[config.mk]
export PLATFORM = sky130hd
export DESIGN_NAME = serial_subtractor_4bit
export DESIGN_NICKNAME = d
export VERILOG_FILES = /design/src/rtl/sub_pkg.sv /design/src/rtl/full_subtractor_1bit.sv /design/src/rtl/serial_subtractor_4bit.sv
export SDC_FILE = /design/constraint.sdc
export NUM_CORES = 1
export LEC_CHECK = 0
export CAP_MARGIN = 25
export CORE_UTILIZATION = 50
export CTS_CLUSTER_DIAMETER = 80
export DETAILED_ROUTE_END_ITERATION = 12
export DONT_BUFFER_PORTS = 1
export HOLD_SLACK_MARGIN = 0.05
export SLEW_MARGIN = 25
export SYNTH_ARGS = -nofsm -noshare
export SYNTH_HDL_FRONTEND = slang
export SYNTH_SLANG_ARGS = --single-unit
[constraint.sdc]
create_clock -name clk -period 1.7 [get_ports clk]
set_input_delay 0.17 -clock clk [delete_from_list [all_inputs] [get_ports clk]]
set_output_delay 0.17 -clock clk [all_outputs]
set_load 0.05 [all_outputs]
[src/rtl/sub_pkg.sv]
// rtl/sub_pkg.sv - shared types and constants for the serial subtractor
package sub_pkg;

  typedef enum logic [1:0] {
    IDLE = 2'd0,
    RUN  = 2'd1,
    DONE = 2'd2
  } state_e;

  localparam int SUB_WIDTH = 4;

  // One spare bit so the index can count through WIDTH without wrapping.
  function automatic int idx_width(input int width);
    return $clog2(width) + 1;
  endfunction

endpackage

[src/rtl/full_subtractor_1bit.sv]
// rtl/full_subtractor_1bit.sv - combinational one-bit full subtractor cell
module full_subtractor_1bit (
  input  logic a,
  input  logic b,
  input  logic bin,
  output logic d,
  output logic bout
);

  assign d    = a ^ b ^ bin;
  assign bout = (~a & b) | (~(a ^ b) & bin);

endmodule

[src/rtl/serial_subtractor_4bit.sv]
// rtl/serial_subtractor_4bit.sv - bit-serial A - B - Bin, LSB first, valid/ready on both sides
module serial_subtractor_4bit
  import sub_pkg::*;
#(
  parameter int WIDTH = SUB_WIDTH
) (
  input  logic             clk,
  input  logic             rst,
  input  logic             in_valid,
  output logic             in_ready,
  input  logic [WIDTH-1:0] A,
  input  logic [WIDTH-1:0] B,
  input  logic             Bin,
  output logic             out_valid,
  input  logic             out_ready,
  output logic [WIDTH:0]   Diff,
  output logic             Bout
);

  localparam int IW = idx_width(WIDTH);

  state_e           state_q, state_d;
  logic [WIDTH-1:0] a_sh_q, a_sh_d;
  logic [WIDTH-1:0] b_sh_q, b_sh_d;
  logic [WIDTH-1:0] res_q, res_d;
  logic             br_q, br_d;
  logic [IW-1:0]    idx_q, idx_d;
  logic [WIDTH:0]   diff_q, diff_d;
  logic             bout_q, bout_d;
  logic             out_valid_q, out_valid_d;

  logic             cell_d;
  logic             cell_bout;
  logic [WIDTH:0]   res_shift;

  full_subtractor_1bit u_cell (
    .a    (a_sh_q[0]),
    .b    (b_sh_q[0]),
    .bin  (br_q),
    .d    (cell_d),
    .bout (cell_bout)
  );

  // New bit enters at the MSB so after WIDTH shifts bit 0 sits at the LSB.
  assign res_shift = {cell_d, res_q};

  always_comb begin
    state_d     = state_q;
    a_sh_d      = a_sh_q;
    b_sh_d      = b_sh_q;
    res_d       = res_q;
    br_d        = br_q;
    idx_d       = idx_q;
    diff_d      = diff_q;
    bout_d      = bout_q;
    out_valid_d = out_valid_q;
    case (state_q)
      IDLE: begin
        if (in_valid) begin
          a_sh_d  = A;
          b_sh_d  = B;
          br_d    = Bin;
          idx_d   = '0;
          res_d   = '0;
          state_d = RUN;
        end
      end
      RUN: begin
        a_sh_d = a_sh_q >> 1;
        b_sh_d = b_sh_q >> 1;
        br_d   = cell_bout;
        res_d  = res_shift[WIDTH:1];
        idx_d  = idx_q + IW'(1);
        if (idx_q == IW'(WIDTH - 1)) begin
          diff_d      = {cell_bout, res_shift[WIDTH:1]};
          bout_d      = cell_bout;
          out_valid_d = 1'b1;
          state_d     = DONE;
        end
      end
      DONE: begin
        if (out_ready) begin
          out_valid_d = 1'b0;
          state_d     = IDLE;
        end
      end
      default: begin
        out_valid_d = 1'b0;
        state_d     = IDLE;
      end
    endcase
  end

  always_ff @(posedge clk) begin
    if (rst) begin
      state_q     <= IDLE;
      a_sh_q      <= '0;
      b_sh_q      <= '0;
      res_q       <= '0;
      br_q        <= 1'b0;
      idx_q       <= '0;
      diff_q      <= '0;
      bout_q      <= 1'b0;
      out_valid_q <= 1'b0;
    end else begin
      state_q     <= state_d;
      a_sh_q      <= a_sh_d;
      b_sh_q      <= b_sh_d;
      res_q       <= res_d;
      br_q        <= br_d;
      idx_q       <= idx_d;
      diff_q      <= diff_d;
      bout_q      <= bout_d;
      out_valid_q <= out_valid_d;
    end
  end

  assign in_ready  = (state_q == IDLE);
  assign out_valid = out_valid_q;
  assign Diff      = diff_q;
  assign Bout      = bout_q;

endmodule

Word level (Yosys, flattened, before mapping)
Index checks and enable logic that the tools add are counted.
- mux-type cells: 17
- bitwise logic cells: 8
- reduce and logical (&&, ||, !) cells: 6
- add/sub/neg operators: 1
- equal/unequal tests: 6
- operators by type and width (operator ; count):
    $pmux W4 S2 ; 3
    $mux W4 ; 3
    $mux W2 ; 3
    $ne A2 B2 Y1 const B ; 3
    $pmux W2 S3 ; 1
    $pmux W3 S2 ; 1
    $reduce_and A3 Y1 ; 2
    $reduce_and A2 Y1 ; 2
    $add A3 B1 Y3 const B ; 1
    $eq A3 B2 Y1 const B ; 1
    $mux W1 ; 3
    $mux W3 ; 1
    $not A1 Y1 ; 3
    $pmux W1 S3 ; 1
    $and A1 B1 Y1 ; 2
    $eq A2 B1 Y1 const B ; 1
    $eq A2 B2 Y1 const B ; 1
    $logic_not A2 Y1 ; 1
    $pmux W1 S2 ; 1
    $reduce_bool A2 Y1 ; 1
    $xor A1 B1 Y1 ; 2
    $or A1 B1 Y1 ; 1
- output and inout bits: 8
- register bits after elaboration: 25
- logic and storage cells: 47
- input port bits: 13

Logic depth before layout (Yosys ltp)
- word-level depth: 5
- depth in mapped cells: 6
- mapped depth without buffers: 5

Hierarchy
Synthesis repeated with hierarchy kept, for this count alone.
- cell total of the unflattened synthesis: 127
- area total of the unflattened synthesis: 1083.5 um^2
- modules (own cells, without submodules) (module ; times used ; cells an instance ; seq. area each (um^2) ; area each (um^2)):
    serial_subtractor_4bit ; 1 ; 123 ; 460.4 ; 1052.3
    full_subtractor_1bit ; 1 ; 4 ; 0.0 ; 31.3

Least setup slack after synthesis
OpenSTA, ideal clock, no wires.
- kind: register to register
- start: reg state_q[1]
- end: reg a_sh_q[1]
- path buffers: 0
- slack: 396 ps
- stages on the path, launching flop included: 4
- library setup time: 119 ps
- data required time: 1581 ps
- data arrival time: 1186 ps
- period minus slack after synthesis: 1304 ps
- cells stage by stage: dfxtp_1 -> nor2_4 -> nand2_1 -> o221a_2
- cells in the longest elaborated chain, start to end: 3
- elaborated cells on any way between the ends: 6
- those cells by class: eq/ne (2); mux (1); reduce/logical (3)
- RTL lines (item ; line ; RTL):
    start: declaration ; serial_subtractor_4bit.sv:22 ; state_e state_q, state_d;
    start signal: assignment ; serial_subtractor_4bit.sv:106 ; state_q <= state_d;
    $logic_not A2 Y1 (*) ; - ;
    net in_ready ; serial_subtractor_4bit.sv:10 ; output logic in_ready,
    $ne A2 B2 Y1 (no line) / $reduce_bool A2 Y1 (equally long branches) ; - ;
    $reduce_and A2 Y1 (no line) ; - ;
    end signal: assignment ; serial_subtractor_4bit.sv:107 ; a_sh_q <= a_sh_d;
    end: declaration ; serial_subtractor_4bit.sv:23 ; logic [WIDTH-1:0] a_sh_q, a_sh_d;
The timed path passes the listed nets; every way through them passes the cells marked *.
A chain may end at the register's enable or synchronous reset.

Worst setup path in the final report
- start: reg state_q[1]
- end: out in_ready
- cells in the longest elaborated chain, start to end: 1
- RTL lines (item ; line ; RTL):
    $logic_not A2 Y1 ; serial_subtractor_4bit.sv:118 ; assign in_ready = (state_q == IDLE);
    end: declaration ; serial_subtractor_4bit.sv:10 ;
No other way between the ends.

==> out/metrics.cfg <==
[floorplan]
die_h_um = 46.5
num_rows = 15
ioPinCount = 21
dieArea_um2 = 2160
core_um2 = 1780
dieWidth_um = 46.5
start_util_pct = 55.5

[timing]
setup_viol = 0
rsz0062_at_grt = false
fin_skew_ns = 0.00936
max_freq_mhz = 758
period_share_pct = 77.6
min_period_ns = 1.32
slew_viol_final = 0
worstMarginPinSlew_ns = 0.799
setup_tns_ns = 0
hold_violations = 0
slew_headroom_pct = 46.6

[worst_setup_path]
cp-end-kind = output port
reg2reg_from = state_q[0]
crit_type = reg2out
start_kind = register
cp-startpoint = state_q[1]
worstReg2RegEnd = b_sh_q[1]
cpMaxStageDelayCell = dfxtp_1
worst_ep_arrival_time_ns = 1.15
reg2reg_slack_ns = 0.40
rr_worst_depth = 4
crit_required_ns = 1.53
crit_chain = nor2_4 -> buf_4
max_stage_delay_ns = 0.56
cp_max_fo = 8

[global_route]
grtUsageTotal_pct = 17.8
grt_max_degree = 24
grt_pass1_wl_um = 2660
overflow = 0
first_global_vias = 645
antenna_found_initial = 0

[worst_hold_path]
min_to = idx_q[0]
min_path_type = in2reg
min_from = in_valid
holdPathStages = 3

[synthesis]
syn_area_um2 = 990
synth_edf_count = 0
ys_types = 24
ys_seq_area_share_pct = 46.5
synthCells = 103
synth.avg_cell_area_um2 = 9.61
synth_ff_type = dfxtp_1
ys_warn_count = 0
postSynthRegisterBits = 23
async_reset_ff_share_pct = 0
syn_nets = 119

[power]
p_per_area_nw_per_um2 = 848
peakVddDrop_v = 0.000634
power.total_uw = 969
power.leakage_uw = 0.000440

[clock_network]
cts_buffers = 3
htreeDepth = 1
path_clk_slew_ns = 0.13
ctsResizeCount = 0
cts_tree = built
clk_latency_ns = 0.31
cts_root_buf = clkbuf_4
clock_sinks = 23
clk_path_buf_depth = 2

[final_layout]
final_core_util_pct = 64.1
register_area_um2 = 460
drive_gt1_share_pct = 16.2
final_nets = 134
num-fill-cells = 172
n_antenna_cell = 0
multiInputGateArea_um2 = 423
area_delta_synth_final_pct = 15.6

[placement]
gp_congestion = 0.687
port_buffers = 0
dp_hpwl_um = 1180

[outcome]
status = finished clean

[route]
vias = 766
detail-route-antenna-nets = 0
drt_wl_total_um = 1810
wl_per_cell_um = 12.7
drc_errors = 0
vias_per_cell = 5.39
drt-initial-drc-count = 11
drt_pass1_iterations = 4

[job]
drv_cap = 0

[worst max-delay path by stage]
stage,to,cells after the start
floorplan,a_sh_q[1],3
global placement,Diff[2],5
detailed placement,a_sh_q[1],4
CTS,in_ready,3
global route,b_sh_q[1],4
finish,in_ready,2
[cell usage after synthesis (2+ instances only)]
master | number | area [um^2]
nand3_1 | 4 | 20.0
dfxtp_1 | 23 | 460
a32oi_1 | 2 | 17.5
mux2i_1 | 2 | 20.0
nand2_1 | 7 | 26.3
buf_4 | 2 | 15.0
a22oi_1 | 5 | 37.5
inv_1 | 11 | 41.3
nor2_1 | 11 | 41.3
buf_6 | 2 | 22.5
clkbuf_1 | 2 | 7.51
ha_1 | 2 | 25.0
o221a_2 | 7 | 78.8
a21oi_1 | 13 | 65.1
[cells by family after synthesis]
| logic type | count (synthesis) | synth area share [%] |
|---|---|---|
| compound gates | 31 | 23.5 |
| fa+ha+maj | 3 | 4.55 |
| mux | 2 | 2.02 |
| flops | 23 | 46.5 |
| simple gates | 26 | 12.6 |
| buf+inv | 18 | 10.7 |
[per-stage QoR]
step           hold slack, ns  setup slack [ns]  instance area (um^2)  std cells
6_report                0.224             0.380                  1140        142
4_1_cts                0.0505             0.382                  1130        141
3_5_place_dp            0.245             0.410                   986        125
3_3_place_gp            0.242             0.448                   986        125
5_1_grt                 0.230             0.285                  1140        142
2_1_floorplan           0.336             0.396                   990        103
[registers in the layout, indices dropped and copies added (netlist names)]
register	flops
out_valid	1
Diff	5
res_q	3
br_q	1
idx_q	3
state_q	2
a_sh_q	4
b_sh_q	4
[per-layer routing]
metal	track usage (%)	vias to the layer above	share of wire, %
li1	-	388	-
met1	21.5	352	50
met2	28.1	22	43
met3	4.31	4	5.6
met4	10.6	0	1.6
met5	0	-	0
[where the power goes]
| part | internal (uW) | leakage (uW) | switching [uW] |
|---|---|---|---|
| clock | 87.9 | 0.0000177 | 163 |
| combinational | 67.1 | 0.000234 | 71.2 |
| sequential | 564 | 0.000188 | 15.7 |
[what timing repair did]
action                    in CTS  in global routing
hold buffers                  12                  1
hold endpoints to repair      23                  1
setup buffers                  0                  0
[worst max-delay path: cells and delay by family, from the launching register on]
family / cells / cell delay [ns]
DFF: 1 / 0.56
buffers and inverters: 1 / 0.20
and+or+nand+nor: 1 / 0.07
[cell usage in the layout, fill, tap and decap left out, types with 3 or more instances in the layout]
| cell | instances |
|---|---|
| a21oi_1 | 13 |
| a22oi_1 | 5 |
| buf_4 | 4 |
| clkbuf_4 | 3 |
| dfxtp_1 | 23 |
| dlygate4sd3_1 | 13 |
| inv_1 | 11 |
| nand2_1 | 7 |
| nand3_1 | 4 |
| nor2_1 | 11 |
| o221a_2 | 7 |
[area by class of cell]
cell class / instances / area share [%]
inverters: 11 / 3.61
clock inverters: 1 / 0.438
flip-flops and latches: 23 / 40.3
multi-input cells: 62 / 37.0
clock buffers: 3 / 1.97
well taps: 25 / 2.74
repair buffers: 17 / 14.0
Note: power is estimated with default switching activity, not from simulation.
